$ cat src/rtl/fft_pkg.sv
// rtl/fft_pkg.sv - shared FFT constants, loader state encoding and memory word layout
package fft_pkg;

  localparam int FFT_N     = 1024;
  localparam int FFT_LOG2N = 10;

  typedef enum logic [1:0] {
    LD_LOAD  = 2'd0,
    LD_FLUSH = 2'd1,
    LD_START = 2'd2,
    LD_BUSY  = 2'd3
  } loader_state_e;

  // Memory word = two DATA_W fields; index counts in DATA_W units from the LSB.
  localparam int WORD_REAL_FIELD = 0;
  localparam int WORD_IMAG_FIELD = 1;

endpackage

$ cat src/rtl/bit_reverse.sv
// rtl/bit_reverse.sv - combinational bit reversal, in_bits[k] -> out_bits[W-1-k]
module bit_reverse #(
  parameter int W = 10
) (
  input  logic [W-1:0] in_bits,
  output logic [W-1:0] out_bits
);

  always_comb begin
    out_bits = '0;
    for (int k = 0; k < W; k++) begin
      out_bits[W-1-k] = in_bits[k];
    end
  end

endmodule

$ cat src/rtl/fft_input_loader.sv
// rtl/fft_input_loader.sv - streams real samples into bank 0 in bit-reversed order
// and hands each full frame to the address generation unit.
module fft_input_loader
  import fft_pkg::*;
#(
  parameter int DATA_W = 16,
  parameter int N_LOG2 = FFT_LOG2N,
  parameter int OVF_W  = 16
) (
  input  logic                clk,
  input  logic                rst,
  input  logic [DATA_W-1:0]   s_data_i,
  input  logic                s_valid_i,
  output logic                s_ready_o,
  output logic                mem_we_o,
  output logic [N_LOG2-1:0]   mem_addr_o,
  output logic [2*DATA_W-1:0] mem_wdata_o,
  output logic                start_o,
  input  logic                fft_done_i,
  output logic                busy_o,
  output logic [OVF_W-1:0]    ovf_cnt_o,
  input  logic                clr_ovf_i
);

  localparam logic [OVF_W-1:0] OVF_MAX = '1;

  loader_state_e       state;
  logic [N_LOG2-1:0]   n;
  logic [N_LOG2-1:0]   n_rev;
  logic [2*DATA_W-1:0] word;
  logic                accept;
  logic                drop;

  bit_reverse #(.W(N_LOG2)) u_bit_reverse (
    .in_bits  (n),
    .out_bits (n_rev)
  );

  assign s_ready_o = (state == LD_LOAD);
  assign accept    = s_valid_i & s_ready_o;
  assign drop      = s_valid_i & ~s_ready_o;

  always_comb begin
    word = '0;
    word[WORD_IMAG_FIELD*DATA_W +: DATA_W] = '0;
    word[WORD_REAL_FIELD*DATA_W +: DATA_W] = s_data_i;
  end

  // The last write lands in FLUSH, so start_o always trails it by a cycle.
  always_ff @(posedge clk) begin
    if (rst) begin
      state       <= LD_LOAD;
      n           <= '0;
      mem_we_o    <= 1'b0;
      mem_addr_o  <= '0;
      mem_wdata_o <= '0;
      start_o     <= 1'b0;
      busy_o      <= 1'b0;
    end else begin
      mem_we_o <= accept;
      start_o  <= 1'b0;
      case (state)
        LD_LOAD: begin
          if (accept) begin
            mem_addr_o  <= n_rev;
            mem_wdata_o <= word;
            n           <= n + 1'b1;
            if (&n) state <= LD_FLUSH;
          end
        end
        LD_FLUSH: begin
          state   <= LD_START;
          start_o <= 1'b1;
        end
        LD_START: begin
          state  <= LD_BUSY;
          busy_o <= 1'b1;
        end
        LD_BUSY: begin
          if (fft_done_i) begin
            state  <= LD_LOAD;
            busy_o <= 1'b0;
          end
        end
        default: state <= LD_LOAD;
      endcase
    end
  end

  always_ff @(posedge clk) begin
    if (rst) begin
      ovf_cnt_o <= '0;
    end else if (clr_ovf_i) begin
      ovf_cnt_o <= drop ? OVF_W'(1) : '0;
    end else if (drop && ovf_cnt_o != OVF_MAX) begin
      ovf_cnt_o <= ovf_cnt_o + 1'b1;
    end
  end

endmodule

$ cat config.mk
export PLATFORM = sky130hd
export DESIGN_NAME = fft_input_loader
export DESIGN_NICKNAME = d
export VERILOG_FILES = /design/src/rtl/fft_pkg.sv /design/src/rtl/bit_reverse.sv /design/src/rtl/fft_input_loader.sv
export SDC_FILE = /design/constraint.sdc
export NUM_CORES = 1
export LEC_CHECK = 0
export ABC_AREA = 1
export BUFFER_PORTS_ARGS = -buffer_cell sky130_fd_sc_hd__buf_2
export CAP_MARGIN = 30
export CORE_AREA = 4 4 94 96
export CTS_BUF_LIST = sky130_fd_sc_hd__clkbuf_4 sky130_fd_sc_hd__clkbuf_8
export CTS_CLUSTER_DIAMETER = 40
export CTS_CLUSTER_SIZE = 24
export DETAILED_ROUTE_END_ITERATION = 10
export DIE_AREA = 0 0 98 100
export GPL_TIMING_DRIVEN = 1
export HOLD_SLACK_MARGIN = 0.1
export PLACE_DENSITY_LB_ADDON = 0.1
export REMOVE_ABC_BUFFERS = 1
export SKIP_CTS_REPAIR_TIMING = 1
export SLEW_MARGIN = 10
export SYNTH_ARGS = -nofsm -noshare
export SYNTH_HDL_FRONTEND = slang
export SYNTH_SLANG_ARGS = --single-unit
$ cat constraint.sdc
create_clock -name clk -period 1.9 [get_ports clk]
set_input_delay 0.095 -clock clk [delete_from_list [all_inputs] [get_ports clk]]
set_output_delay 0.095 -clock clk [all_outputs]
set_load 0.02 [all_outputs]
; After elaboration in Yosys (flattened, before gate mapping)
; Index checks and enable logic that the tools add are counted.
[totals]
inputBits = 21
out_inout_bits = 62
ff_bits = 57
[classes]
addsub = 2
eq_ne = 7
reduce_logical = 8
bitwise = 3
muxes = 10
[op_table]
columns = cell, count
row1 = 2-to-1 mux 16 bit, 2
row2 = "adder 16 x 1 -> 16 bit, second input constant", 1
row3 = "inequality test 16 bit, second input constant", 1
row4 = "adder 10 x 1 -> 10 bit, second input constant", 1
row5 = AND reduction 10 bit, 1
row6 = one-hot mux 2 bit (4 select lines), 1
row7 = 2-to-1 mux 2 bit, 3
row8 = "== test 2 bit, second input constant", 2
row9 = "inequality test 2 x 1 -> 1 bit, second input constant", 2
row10 = AND reduction 2 bit, 2
row11 = nonzero test 2 bit, 2
row12 = 2-to-1 mux 1 bit, 3
row13 = AND reduction 3 bit, 1
row14 = bitwise AND 1 bit, 2
row15 = "== test 2 x 1 -> 1 bit, second input constant", 1
row16 = logical NOT 2 bit, 1
row17 = "inequality test 2 bit, second input constant", 1
row18 = one-hot mux 1 bit (2 select lines), 1
row19 = logical AND 1 bit, 1
row20 = NOT 1 bit, 1

; Depth between registers and ports, before layout
; Gate-level depths: netlist of run 1.
[depth]
word_depth = 6
ltp_mapped = 10
mapped_depth_nobuf = 10

; Modules after synthesis
; From an unflattened synthesis of run 1, not the netlist that was laid out.
[hier_totals]
hier_cells = 388
area_unflattened_um2 = 2727.6
[by_module_without_submodules]
columns = module, n_inst, cells_per_inst, seq_area_each_um2, area_each_um2
row1 = fft_input_loader, 1, 378, 1141.1, 2652.5
row2 = bit_reverse, 1, 10, 0.0, 75.1

; Least setup slack after synthesis of run 1
; OpenSTA, ideal clock, no wires.
[synth_path]
kind = flip-flop to flip-flop
from = register state[0]
to = register ovf_cnt_o[11]
setup_time_ns = 0.115
arrival_time_ns = 1.552
path_stages_with_launch = 10
path_slack_ns = 0.233
cell_sequence = dfxtp_1 inv_1 ha_1 nor2_1 inv_1 nor2_1 buf_6 nand3_1 nand2_1 nor2_1
[synth_via]
elab_chain_len = 5
[synth_lines]
columns = element, line
row1 = "start, declared", fft_input_loader.sv:27  ; loader_state_e state;
row2 = "start signal, assigned", fft_input_loader.sv:52  ; state <= LD_LOAD;
row3 = "start signal, assigned", fft_input_loader.sv:68  ; if (&n) state <= LD_FLUSH;
row4 = "start signal, assigned", fft_input_loader.sv:72  ; state <= LD_START;
row5 = logical NOT 2 bit, fft_input_loader.sv:39  ; assign s_ready_o = (state == LD_LOAD);
row6 = named net s_ready_o, fft_input_loader.sv:14  ; output logic s_ready_o,
row7 = NOT 1 bit, fft_input_loader.sv:41  ; assign drop = s_valid_i & ~s_ready_o;
row8 = bitwise AND 1 bit, fft_input_loader.sv:41
row9 = logical AND 1 bit, fft_input_loader.sv:95  ; end else if (drop && ovf_cnt_o != OVF_MAX) begin
row10 = nonzero test 2 bit (no source line), --
row11 = "end signal, assigned", fft_input_loader.sv:94  ; ovf_cnt_o <= drop ? OVF_W'(1) : '0;
row12 = "end signal, assigned", fft_input_loader.sv:96  ; ovf_cnt_o <= ovf_cnt_o + 1'b1;
row13 = "end, declared", fft_input_loader.sv:21  ; output logic [OVF_W-1:0] ovf_cnt_o,
; The timed path passes the listed nets, and every way through them passes these cells.
; A chain may end at the register's enable or synchronous reset.

; Worst setup path in the final report of run 1
[layout_path]
from = register ovf_cnt_o[0]
to = register ovf_cnt_o[14]
[layout_via]
elab_chain_len = 3
word_cells_on_any_way = 6
cone_classes = add/sub (1) / eq/ne (1) / mux (2) / reduce/logical (2)
[layout_lines]
columns = element, line
row1 = adder 16 x 1 -> 16 bit / inequality test 16 bit (equally long branches), "fft_input_loader.sv:96, fft_input_loader.sv:95"
row2 = 2-to-1 mux 16 bit / logical AND 1 bit (equally long branches), fft_input_loader.sv:95
row3 = 2-to-1 mux 16 bit / nonzero test 2 bit (equally long branches), --
; Several ways; a longest one is shown, not always the timed one. The select of a mux whose other input is x is not followed.

==> summary by stage, run 1 <==
Run status
The run finished with clean final reports.

Synth
The xor-xnor portion of the synthesized cell area is 0.0160. The compound-cell area share of the yosys netlist is 0.130. The count of synthesis-stage warnings from yosys is 0. The cell area that synthesis handed to floorplanning was 2740 um^2. The number of flip-flops and latches in the synthesized netlist is 57. The gate count after technology mapping is 388. The portion of synthesized area spent on multiplexers is 0. The adder-cell share of the synthesized area is 0.0274. After synthesis, the mean cell area works out to 7.06 um^2. Of the total synthesized cell area, the portion taken by AND, OR, NAND and NOR gates is 0.285. After synthesis, the largest family of logic cells by area is simple AND/OR/NAND/NOR gates.

The sequential fraction of the synthesis area is 0.417. The count of cell types in the netlist is 27.

Placed design
After legalization and detailed placement, the total HPWL measured 5060 um. The worst setup slack after placement is 0.119 ns. The area after detailed placement is 3190 um^2. In this run the tool buffered the top-level ports with 66 buffer cells.

Routability-driven placement finished with a final weighted congestion of 0.817. The number of cells in the design after placement is 561.

Detailed routing
For this block, the initial DRC count from the detailed router was 55. For this run, design rule violations remaining after detail routing come to 0. The routed length on met1 is 3240 um. Detailed routing placed a total of 3460 um of wire on met2. The number of optimization iterations in the first detailed-route pass is 4. Wires add up to 7080 um. In the final routed layout, each cell accounts on average for 11.9 um. The met3 wirelength from detailed routing is 272 um. The number of antenna-violating nets in the routed design is 0. The detailed router placed 2669 vias in this run. The vias per cell is 4.48.

The highest routed metal layer is met4.

Pwr
The design draws 2.82 mW. Of the total power, the share spent switching nets is 0.252. For this design the total switching power over the nets is 0.713 mW. Of the total power, combinational logic draws 0.105. For this design the ratio of total power to cell area is 783 nW/um^2.

The leakage component of the power is 1.67 nW. The share of total power dissipated in sequential elements is 0.448. Cell internal power was estimated by the tool at 2.11 mW. The maximum VDD drop is 331 uV. The share of total power dissipated in the clock network is 0.447.

Floorplan
The region available for standard cell placement spans 8050 um^2. For this configuration, the core starts out at a cell density of 0.340. The number of ports placed on the die boundary is 83. The die extent in x is 98 um. The die outline height is 100 um. In this run the core area contains 33 standard-cell rows. The floorplan step defined a die boundary enclosing 9800 um^2.

Critical path
For this run, the slowest stage of the critical path takes 0.40 ns. Together, buffers and inverters on the worst path number 0. The data arrival time at the worst-slack endpoint is 1.93 ns. The register-to-register setup slack is 0.20 ns.

The critical setup path kind is flop to flop. In this run the worst path has a maximum fanout of 8. The critical path goes through ha_1 > nand2_1 > nor2_4 > nand2_2 > o21ai_4 > nand2_2 > nor2_1 > nor2_1.

The family with the most delay on the worst path is simple AND/OR/NAND/NOR gates. The type of destination of the critical path is a flop. The cell with the largest stage delay on the worst path is sky130_fd_sc_hd__dfxtp_1. Data on the critical path is required at its endpoint by 2.13 ns. The category of the worst setup path launch point is a flop.

GRT
The first-pass GRT wire length is 11600 um. The via count of the first global-routing pass was 2408. Across every metal layer, demand over resource in global routing totals 0.147.

The final global-route overflow total is 0. The initial antenna violation count is 0. Entering global routing, the biggest net connects 24 pins.

STA
Setup repair after global routing left no endpoint under its margin. The count of final setup violators is 0. Across all hold checks on the routed design, the worst slack comes to 0.112 ns. The smallest setup slack after layout is 0.202 ns. The final count of hold timing violations was 0. The final count of pins violating max slew was 0. Of the available clock period, the critical path in the final layout requires 0.894.

The worst-case clock skew is 0.00615 ns. For this run, the top clock speed supported by timing is 589 MHz. Summed over all failing endpoints, the final setup total negative slack is 0 ns.

The routed design could run at a clock period as short as 1.70 ns.

Final layout
The area of the multi-input gates is 1320 um^2. With fillers left out, the area of the finished cells amounts to 3600 um^2. The area taken by flip-flops and latches is 1140 um^2. The finished layout holds 596 standard cells, fillers aside. The final design utilization is 0.448. The fraction of final layout cells sized beyond drive strength 1 is 0.218.

The filler cell count is 875. The number of antenna repair diodes is 0. Compared with the post-synthesis result, the final layout area differs by 31.6%. The final layout contains 514 nets.

Clock network
The cell at the root of the clock tree is sky130_fd_sc_hd__clkbuf_8. The number of buffers added by the clock tree synthesis step is 9. TritonCTS built the clock tree. The clock insertion delay at the later pin of the skew report is 0.33 ns. The maximum count of clock buffers along a single path is 2. The H-tree was split into 3 levels. The clock-pin slew on the worst setup and hold paths is 0.06 ns.

The CTS sink count is 57.

Worst hold path
The path category of the worst min-delay check is input port to flop.

Job
Across the run, the number of max-cap violations was 0.
==> cells in the final DEF, fill, tap and decap left out, drive strengths merged, types with 10 or more instances in the layout <==
master,instances
a21oi,24
buf,86
clkbuf,10
conb,16
dfxtp,57
dlygate4sd3,17
inv,39
nand2,68
nand3,30
nor2,75
o21ai,33
==> power by group through the flow <==
| stage | combinational, mW | sequential, mW | clock [mW] |
|---|---|---|---|
| 4_1_cts | 0.273 | 1.26 | 1.31 |
| 5_1_grt | 0.330 | 1.27 | 1.36 |
| 2_1_floorplan | 0.114 | 1.34 | 0 |
| 3_5_place_dp | 0.272 | 1.29 | 0 |
| 6_report | 0.297 | 1.26 | 1.26 |
| 3_3_place_gp | 0.271 | 1.29 | 0 |
==> registers in the layout (all words and copies together) (netlist names) <==
name and count:
n 10, mem_we_o 1, state 2, start_o 1, ovf_cnt_o 16, mem_wdata_o 16, busy_o 1, mem_addr_o 10
==> cell usage after synthesis, drive strengths merged <==
cell    count  share of area
nor2       75           0.11
conb        1         0.0014
xor2        5          0.016
nor3        6          0.013
nand4       4         0.0091
o21ai      33          0.064
nand2      68          0.095
nor4        1         0.0023
a21boi      1         0.0027
nand3b      1         0.0027
dfxtp      57           0.42
a21oi      24          0.044
buf        21          0.057
ha          6          0.027
nand3      30          0.055
a211oi      5          0.014
clkbuf      9          0.012
o21bai      2         0.0055
inv        39          0.053
==> path summary, 6_finish.rpt <==
path	end	startpoint	cells after the start
setup / recovery	ovf_cnt_o[14]$_SDFFE_PP0P_	ovf_cnt_o[0]$_SDFFE_PP0P_	8
hold / removal	ovf_cnt_o[8]$_SDFFE_PP0P_	clr_ovf_i	4
setup reg to reg	ovf_cnt_o[14]$_SDFFE_PP0P_	ovf_cnt_o[0]$_SDFFE_PP0P_	8
hold reg to reg	n[6]$_SDFFE_PP0P_	n[6]$_SDFFE_PP0P_	2
==> worst register-to-register path, stage by stage (launching register included) <==
cell and delay, ns:
sky130_fd_sc_hd__dfxtp_1 0.40, sky130_fd_sc_hd__ha_1 0.24, sky130_fd_sc_hd__nand2_1 0.11, sky130_fd_sc_hd__nor2_4 0.13
sky130_fd_sc_hd__nand2_2 0.11, sky130_fd_sc_hd__o21ai_4 0.23, sky130_fd_sc_hd__nand2_2 0.19, sky130_fd_sc_hd__nor2_1 0.14
sky130_fd_sc_hd__nor2_1 0.05
==> layer usage <==
layer | GRT usage | vias to the layer above
li1 | - | 1407
met1 | 0.186 | 1208
met2 | 0.243 | 43
met3 | 0.0382 | 11
met4 | 0.0501 | 0
met5 | 0 | -
==> area by class of cell <==
type / count / share of cell area
Clock buffer: 10 / 0.0382
Tap cell: 105 / 0.0365
Clock inverter: 5 / 0.0222
Inverter: 39 / 0.0406
Sequential cell: 57 / 0.317
Timing Repair Buffer: 103 / 0.181
Multi-Input combinational cell: 277 / 0.365
==> cells by family after synthesis <==
| family | Yosys count |
|---|---|
| fa+ha+maj | 6 |
| compound gates | 65 |
| simple gates | 185 |
| buf+inv | 69 |
| xor+xnor | 5 |
| flops | 57 |
| other cells | 1 |
(Power assumes the default switching activity.)
==> run 2, diff against run 1 <==
CAP_MARGIN = not set   (was 30)
SYNTH_HIERARCHICAL = 1   (was not set)
==> run 2 against run 1 <==
Compared with the run above: wire length is 7.5% lower; clock-buffer cell count down 1; combinational power shrank 4%; sequential share of layout area up 1.7 points; clock skew is 0.0046 ns higher; fmax rose by 3.2%; global-route usage fell by 0.90 points; total power is 4.9% lower; cell area decreased by 5.0%; die area unchanged; worst setup slack better by 0.053 ns; largest power group unchanged; highest routed layer unchanged.
==> summary by stage, run 2 <==
Synth
The mux cell area share after synthesis is 0 (unchanged). The prevailing post-synth register cell is sky130_fd_sc_hd__dfxtp_1 (unchanged). The number of flops mapped to enable cells by yosys is 0 (unchanged). The average instance area after synthesis is 7.03 um^2 (was 7.06 um^2). The gate count after technology mapping is 388 (unchanged). The sequential fraction of the synthesis area is 0.418 (was 0.417). The compound-cell area share of the yosys netlist is 0.122 (was 0.130). The number of flip-flops and latches in the synthesized netlist is 57 (unchanged).

The count of synthesis-stage warnings from yosys was 6 (was 0). The top cell type by total area after synthesis is sky130_fd_sc_hd__dfxtp_1 (unchanged). The count of cell types in the netlist is 23 (was 27).

Area contributors post-synth: sky130_fd_sc_hd__dfxtp_1, sky130_fd_sc_hd__nor2_1, sky130_fd_sc_hd__nand2_1 (unchanged). The most used standard cell by instance count after synthesis is sky130_fd_sc_hd__nor2_1 (unchanged). The netlist area before placement came to 2730 um^2 (was 2740 um^2). The dominant combinational cell family by area after synthesis is simple AND/OR/NAND/NOR gates (unchanged). The fraction of the mapped netlist area in simple logic gates was 0.279 (was 0.285). The proportion of register bits with asynchronous set or reset after synthesis came to 0 (unchanged). The xor-xnor portion of the synthesized cell area is 0.0161 (was 0.0160). Most frequent cells after synthesis: sky130_fd_sc_hd__nor2_1, sky130_fd_sc_hd__nand2_1, sky130_fd_sc_hd__dfxtp_1 (unchanged). The adder-cell share of the synthesized area came to 0.0275 (was 0.0274).

The area fraction of the dominant cell type after synthesis came to 0.418 (was 0.417).

Floorplan
The core area is 8050 um^2 (unchanged). The die outline height is 100 um (unchanged). The number of placement rows is 33 (unchanged). The floorplan die area is 9800 um^2 (unchanged). The number of ports placed on the die boundary is 83 (unchanged). The starting utilization of the core area is 0.339 (was 0.340). The die extent in x came to 98 um (unchanged).

Critical path
The buffering stage count on the worst path with inverters included came to 3 (was 0). The reg-to-reg endpoint is ovf_cnt_o[4]$_SDFFE_PP0P_ (was ovf_cnt_o[14]$_SDFFE_PP0P_). The largest driver fanout on the critical path came to 8 (unchanged). The data arrival time at the worst-slack endpoint is 1.91 ns (was 1.93 ns). The critical setup path kind is flop to flop (unchanged).

The delay of the slowest cell on the worst path is 0.38 ns (was 0.40 ns). The path length in cells of the critical path came to 9 (was 8). The cell with the largest stage delay on the worst path is sky130_fd_sc_hd__dfxtp_1 (unchanged). The register-to-register setup slack is 0.25 ns (was 0.20 ns). The type of destination of the critical path is a flop (unchanged).

The worst setup path endpoint was ovf_cnt_o[4]$_SDFFE_PP0P_ (was ovf_cnt_o[14]$_SDFFE_PP0P_). The family with the most delay on the worst path is simple AND/OR/NAND/NOR gates (unchanged). The cell count of the worst reg-to-reg path is 9 (was 8). CP cell instances: inv_1 > ha_1 > inv_1 > nand2_1 > inv_1 > o21ai_2 > nand2_1 > nand2_1 > a21oi_1 (was ha_1 > nand2_1 > nor2_4 > nand2_2 > o21ai_4 > nand2_2 > nor2_1 > nor2_1). The category of the worst setup path launch point is a flop (unchanged). The endpoint required time on the critical path is 2.16 ns (was 2.13 ns). The origin of the critical flop-to-flop path is state[0]$_SDFFE_PP0P_ (was ovf_cnt_o[0]$_SDFFE_PP0P_).

The source of the critical timing path is state[0]$_SDFFE_PP0P_ (was ovf_cnt_o[0]$_SDFFE_PP0P_).

Clock network
The number of buffers added by the clock tree synthesis step came to 9 (unchanged). The clock insertion delay at the later pin of the skew report is 0.34 ns (was 0.33 ns). The cell at the root of the clock tree is sky130_fd_sc_hd__clkbuf_8 (unchanged). The CTS sink count is 57 (unchanged).

The TritonCTS clock tree is built (unchanged). The clock-pin slew on the worst setup and hold paths is 0.07 ns (was 0.06 ns). The level count of the clock H-tree came to 3 (unchanged). The maximum count of clock buffers along a single path came to 2 (unchanged).

Pwr
The sequential share of power is 0.469 (was 0.448). The clock network power share was 0.425 (was 0.447). The combinational share of power is 0.106 (was 0.105). The overall power consumption was 2.69 mW (was 2.82 mW).

The net switching fraction of the power is 0.272 (was 0.252). The power density normalized to cell area is 785 nW/um^2 (was 783 nW/um^2). The maximum VDD drop is 346 uV (was 331 uV). The net switching power came to 0.731 mW (was 0.713 mW). The leakage component of the power is 1.58 nW (was 1.67 nW). The internal cell power is 1.95 mW (was 2.11 mW).

Final layout
The fraction of final layout cells sized beyond drive strength 1 is 0.203 (was 0.218). The most common cell after layout, fill and taps aside is sky130_fd_sc_hd__nor2_1 (unchanged). The final design utilization is 0.425 (was 0.448). The number of nets at the end of the flow was 494 (was 514). Biggest registers after layout: mem_wdata_o (16), ovf_cnt_o (16) (unchanged). The filler cell count is 878 (was 875). Highest-count cells in the layout ignoring fill and taps: sky130_fd_sc_hd__nor2_1, sky130_fd_sc_hd__buf_2, sky130_fd_sc_hd__nand2_1, sky130_fd_sc_hd__dfxtp_1, sky130_fd_sc_hd__o21ai_0 (was sky130_fd_sc_hd__nor2_1, sky130_fd_sc_hd__nand2_1, sky130_fd_sc_hd__buf_2, sky130_fd_sc_hd__dfxtp_1, sky130_fd_sc_hd__inv_1). The final standard cell area without fillers is 3420 um^2 (was 3600 um^2). The signed area change from the synthesized netlist to the final layout is 25.5% (was 31.6%). The number of antenna repair diodes is 0 (unchanged).

Job
The reported max-cap violation count is 0 (unchanged).

GRT
The most congested layer reported by global routing is met2 (unchanged). The first-pass GRT wire length is 11000 um (was 11600 um). The met1 routing resource usage after global routing came to 0.181 (was 0.186). The met2 track demand over resource in global routing was 0.213 (was 0.243).

The final global-route overflow total was 0 (unchanged). The initial antenna violation count was 0 (unchanged). The global router's overall resource usage is 0.138 (was 0.147). The maximum number of pins on one net before global-route repair is 30 (was 24).

The via count of the first global-routing pass came to 2384 (was 2408). The global-route met3 utilization was 0.0375 (was 0.0382).

STA
Unrepaired setup endpoints after global routing: no (unchanged). The count of final setup violators is 0 (unchanged). The final count of pins violating max slew is 0 (unchanged). The final hold slack is 0.0412 ns (was 0.112 ns).

The highest clock rate came to 608 MHz (was 589 MHz). The worst-case clock skew is 0.0107 ns (was 0.00615 ns). The minimum clock period after layout is 1.65 ns (was 1.70 ns). The final count of hold timing violations is 0 (unchanged). The final cycle utilization of the critical path is 0.866 (was 0.894).

The sum of negative setup slack is 0 ns (unchanged).

Placed design
The count of port buffers added during placement was 66 (unchanged). The detailed placement HPWL is 4650 um (was 5060 um). The weighted congestion at the end of routability-driven global placement was 0.772 (was 0.817). The area after detailed placement is 3060 um^2 (was 3190 um^2).

Run status
Run status: complete, no violations (unchanged).

Detailed routing
The number of optimization iterations in the first detailed-route pass is 4 (unchanged). The routed length per placed instance is 11.3 um (was 11.9 um). The count of vias placed by the detailed router was 2561 (was 2669). The number of remaining DRC errors is 0 (unchanged).

The detailed-route wire length is 6550 um (was 7080 um). The vias per cell is 4.44 (was 4.48). The number of DRC markers after the initial detailed-route iteration is 53 (was 55).

The number of antenna-violating nets in the routed design was 0 (unchanged).

Worst hold path
The path category of the worst min-delay check is input port to flop (unchanged).
## run 2: changes by cell type in the layout (fill, tap and decap cells not counted), sizes merged, moves of 2 or more
cell,change
nor2,+13
clkinv,+2
a211oi,-5
nand3,-7
o21ai,+7
nor3,-2
buf,-11
a21oi,-3
nand2,-6
inv,-5
## run 2: kinds of logic (layout without fill, tap and decap cells)
family	count (synthesis)	in the layout
buf+inv	70	139
compound gates	64	64
other cells	1	16
fa+ha+maj	6	6
simple gates	185	185
xor+xnor	5	5
flops	57	57
## run 2: worst min path at each step
stage | startpoint | endpoint | slack [ns] | depth (start not counted)
after floorplan | rst | n[9]$_SDFFE_PP0P_ | 0.16 | 1
after global placement | s_data_i[1] | mem_wdata_o[1]$_SDFFE_PP0P_ | 0.35 | 3
after detailed placement | s_data_i[0] | mem_wdata_o[0]$_SDFFE_PP0P_ | 0.36 | 3
after CTS | s_data_i[0] | mem_wdata_o[0]$_SDFFE_PP0P_ | -0.008 | 3
after global routing | rst | n[6]$_SDFFE_PP0P_ | 0.11 | 2
final | s_data_i[7] | mem_wdata_o[7]$_SDFFE_PP0P_ | 0.04 | 3
## run 2: layer usage
metal / vias to the layer above / share of wire
li1: 1353 / -
met3: 9 / 0.053
met5: - / 0
met2: 60 / 0.44
met4: 0 / 0.015
met1: 1139 / 0.49
## run 2: per-stage QoR
| step | cells | setup slack [ns] |
|---|---|---|
| 2_1_floorplan | 365 | -0.0865 |
| 3_3_place_gp | 545 | 0.250 |
| 3_5_place_dp | 545 | 0.232 |
| 4_1_cts | 561 | 0.211 |
| 5_1_grt | 577 | 0.0170 |
| 6_report | 577 | 0.255 |
## run 2: area by class of cell
class / count / area (um^2) / area share
clock buffer: 9 / 124 / 0.0362
clock inverter: 7 / 77.6 / 0.0227
inverter: 32 / 120 / 0.0351
multi-input combinational: 276 / 1270 / 0.371
sequential: 57 / 1140 / 0.333
tap: 105 / 131 / 0.0384
timing repair buffer: 91 / 558 / 0.163
## run 2: power by group through the flow
stage	Combinational (mW)	Clock (mW)	Sequential (mW)
floorplan	0.112	0	1.33
global placement	0.261	0	1.29
detailed placement	0.263	0	1.29
CTS	0.264	1.18	1.26
global route	0.318	1.25	1.27
finish	0.284	1.14	1.26
## run 2: worst min-delay path, delay by kind of cell
kind / cells / cell delay, ns
compound gates: 1 / 0.08
buf+inv: 1 / 0.08
simple gates: 1 / 0.08
==> run 3, diff against run 2 <==
CORE_AREA = 4 4 78 116   (was 4 4 94 96)
DIE_AREA = 0 0 82 120   (was 0 0 98 100)
SLEW_MARGIN = 40   (was 10)
==> run 3 against run 2 <==
Compared with the run above: worst setup slack worse by 0.013 ns; hold slack improved by 0.072 ns; critical endpoint is now n[7]$_SDFFE_PP0P_; sequential power hardly changed; sequential share of layout area decreased by 0.27 points.
==> summary by stage, run 3 (synthesis results as in run 2) <==
STA
The worst-case clock skew is 0.00341 ns (was 0.0107 ns). The highest clock rate is 603 MHz (was 608 MHz). The final cycle utilization of the critical path is 0.873 (was 0.866). Unrepaired setup endpoints after global routing: no (unchanged). The minimum clock period after layout was 1.66 ns (was 1.65 ns). The final count of pins violating max slew is 0 (unchanged). The count of final setup violators is 0 (unchanged).

The final count of hold timing violations was 0 (unchanged).

Placed design
The number of cells in the design after placement came to 545 (unchanged). The weighted congestion at the end of routability-driven global placement is 0.753 (was 0.772). The detailed placement HPWL was 5240 um (was 4650 um). The count of port buffers added during placement came to 66 (unchanged).

Floorplan
The die extent in x was 82 um (was 98 um). The die outline height was 120 um (was 100 um). The core area is 8010 um^2 (was 8050 um^2). The number of ports placed on the die boundary was 83 (unchanged).

The number of placement rows is 40 (was 33). The floorplan die area came to 9840 um^2 (was 9800 um^2). The starting utilization of the core area is 0.341 (was 0.339).

Final layout
The number of antenna repair diodes is 0 (unchanged). The fraction of final layout cells sized beyond drive strength 1 came to 0.203 (about the same). Highest-count cells in the layout ignoring fill and taps: sky130_fd_sc_hd__nor2_1, sky130_fd_sc_hd__buf_2, sky130_fd_sc_hd__nand2_1, sky130_fd_sc_hd__dfxtp_1, sky130_fd_sc_hd__o21ai_0 (unchanged).

The number of nets at the end of the flow is 496 (was 494). The most common cell after layout, fill and taps aside is sky130_fd_sc_hd__nor2_1 (unchanged). The signed area change from the synthesized netlist to the final layout is 26.5% (was 25.5%). The non-filler instance count after layout is 579 (was 577).

The final design utilization is 0.431 (was 0.425). Biggest registers after layout: mem_wdata_o (16), ovf_cnt_o (16) (unchanged).

Detailed routing
The vias per cell came to 4.55 (was 4.44). The routed length per placed instance is 12.5 um (was 11.3 um). The number of remaining DRC errors is 0 (unchanged). The number of antenna-violating nets in the routed design is 0 (unchanged). The number of DRC markers after the initial detailed-route iteration came to 89 (was 53). The count of vias placed by the detailed router is 2633 (was 2561).

The detailed-route wire length is 7220 um (was 6550 um). The number of optimization iterations in the first detailed-route pass came to 4 (unchanged).

Worst hold path
The hold path depth is 2 (was 3). The sink of the worst hold path is start_o$_SDFF_PP0_ (was mem_wdata_o[7]$_SDFFE_PP0P_). The path category of the worst min-delay check was input port to flop (unchanged). The hold path startpoint is rst (was s_data_i[7]).

Pwr
The power density normalized to cell area came to 771 nW/um^2 (was 785 nW/um^2). The overall power consumption was 2.66 mW (was 2.69 mW). The net switching power is 0.690 mW (was 0.731 mW). The sequential share of power is 0.474 (was 0.469). The maximum VDD drop is 473 uV (was 346 uV). The net switching fraction of the power is 0.259 (was 0.272). The combinational share of power came to 0.110 (was 0.106). The leakage component of the power is 1.60 nW (was 1.58 nW). The internal cell power is 1.97 mW (was 1.95 mW). The clock network power share is 0.416 (was 0.425).

GRT
The first-pass GRT wire length came to 11500 um (was 11000 um). The global router's overall resource usage was 0.153 (was 0.138). The initial antenna violation count came to 0 (unchanged). The maximum number of pins on one net before global-route repair is 32 (was 30). The final global-route overflow total is 0 (unchanged). The via count of the first global-routing pass was 2432 (was 2384).

Clock network
The TritonCTS clock tree is built (unchanged). The number of buffers added by the clock tree synthesis step came to 9 (unchanged). The cell at the root of the clock tree is sky130_fd_sc_hd__clkbuf_8 (unchanged).

The clock-pin slew on the worst setup and hold paths is 0.06 ns (was 0.07 ns). The clock insertion delay at the later pin of the skew report is 0.34 ns (about the same). The maximum count of clock buffers along a single path is 2 (unchanged). The level count of the clock H-tree is 3 (unchanged). The CTS sink count was 57 (unchanged).

Critical path
The critical setup path kind was flop to flop (unchanged). The buffering stage count on the worst path with inverters included was 1 (was 3). The largest driver fanout on the critical path is 8 (unchanged). The endpoint required time on the critical path came to 2.13 ns (was 2.16 ns). The delay of the slowest cell on the worst path came to 0.39 ns (was 0.38 ns). The type of destination of the critical path is a flop (unchanged).

The reg-to-reg endpoint is n[7]$_SDFFE_PP0P_ (was ovf_cnt_o[4]$_SDFFE_PP0P_). CP cell instances: inv_1 > ha_1 > nand2_1 > nor3_1 > nand3b_1 > o21ai_0 > a21oi_1 (was inv_1 > ha_1 > inv_1 > nand2_1 > inv_1 > o21ai_2 > nand2_1 > nand2_1 > a21oi_1). The category of the worst setup path launch point is a flop (unchanged). The cell with the largest stage delay on the worst path was sky130_fd_sc_hd__nor3_1 (was sky130_fd_sc_hd__dfxtp_1). The cell count of the worst reg-to-reg path is 7 (was 9). The family with the most delay on the worst path is simple AND/OR/NAND/NOR gates (unchanged). The register-to-register setup slack was 0.24 ns (was 0.25 ns). The data arrival time at the worst-slack endpoint is 1.89 ns (was 1.91 ns). The origin of the critical flop-to-flop path is state[0]$_SDFFE_PP0P_ (unchanged).

Job
The reported max-cap violation count is 0 (unchanged).

Run status
Run status: complete, no violations (unchanged).
run 3: cell types whose count changed in the layout (fill, tap and decap cells not counted), sizes merged:
cell and delta:
bufinv -1, clkbuf +5, clkinv -1, clkinvlp -1, dlygate4sd3 +2, inv -2
run 3: final cells by class:
cell class	instances	area, um^2
inverters	32	120
flip-flops and latches	57	1140
clock inverters	2	10.0
multi-input cells	276	1270
clock buffers	14	186
fillers	886	4560
repair buffers	93	591
well taps	105	131
run 3: worst max path at each step:
stage | end | cells past startpoint | start
after floorplan | mem_addr_o[0]$_SDFFE_PP0P_ | 6 | state[0]$_SDFFE_PP0P_
after global placement | ovf_cnt_o[1]$_SDFFE_PP0P_ | 9 | state[0]$_SDFFE_PP0P_
after detailed placement | n[7]$_SDFFE_PP0P_ | 7 | state[0]$_SDFFE_PP0P_
after CTS | ovf_cnt_o[8]$_SDFFE_PP0P_ | 9 | state[0]$_SDFFE_PP0P_
after global routing | n[7]$_SDFFE_PP0P_ | 7 | state[0]$_SDFFE_PP0P_
final | n[7]$_SDFFE_PP0P_ | 7 | state[0]$_SDFFE_PP0P_
run 3: stage by stage:
step	setup slack (ns)	area (um^2)	TNS (ns)	hold WS, ns
floorplan	-0.0865	2530	-2.55	0.164
global placement	0.324	3070	0	0.344
detailed placement	0.274	3070	0	0.357
CTS	0.257	3270	0	-0.00835
global route	0.0428	3450	0	0.126
finish	0.241	3450	0	0.113
run 3: worst register-to-register path, stage by stage (launching register included):
cell and delay [ns]:
sky130_fd_sc_hd__dfxtp_1 0.34, sky130_fd_sc_hd__inv_1 0.09, sky130_fd_sc_hd__ha_1 0.19, sky130_fd_sc_hd__nand2_1 0.17
sky130_fd_sc_hd__nor3_1 0.39, sky130_fd_sc_hd__nand3b_1 0.16, sky130_fd_sc_hd__o21ai_0 0.17, sky130_fd_sc_hd__a21oi_1 0.06
run 3: metal layers:
| metal | track usage | vias to the layer above | wire length [um] |
|---|---|---|---|
| li1 | - | 1358 | - |
| met1 | 0.170 | 1212 | 2910 |
| met2 | 0.264 | 52 | 3850 |
| met3 | 0.0390 | 11 | 304 |
| met4 | 0.0738 | 0 | 154 |
| met5 | 0 | - | 0 |
run 3: power groups by stage:
stage / sequential (mW) / clock [mW] / combinational (mW)
2_1_floorplan: 1.33 / 0 / 0.112
3_3_place_gp: 1.29 / 0 / 0.263
3_5_place_dp: 1.29 / 0 / 0.266
4_1_cts: 1.26 / 1.15 / 0.267
5_1_grt: 1.27 / 1.19 / 0.327
6_report: 1.26 / 1.11 / 0.292
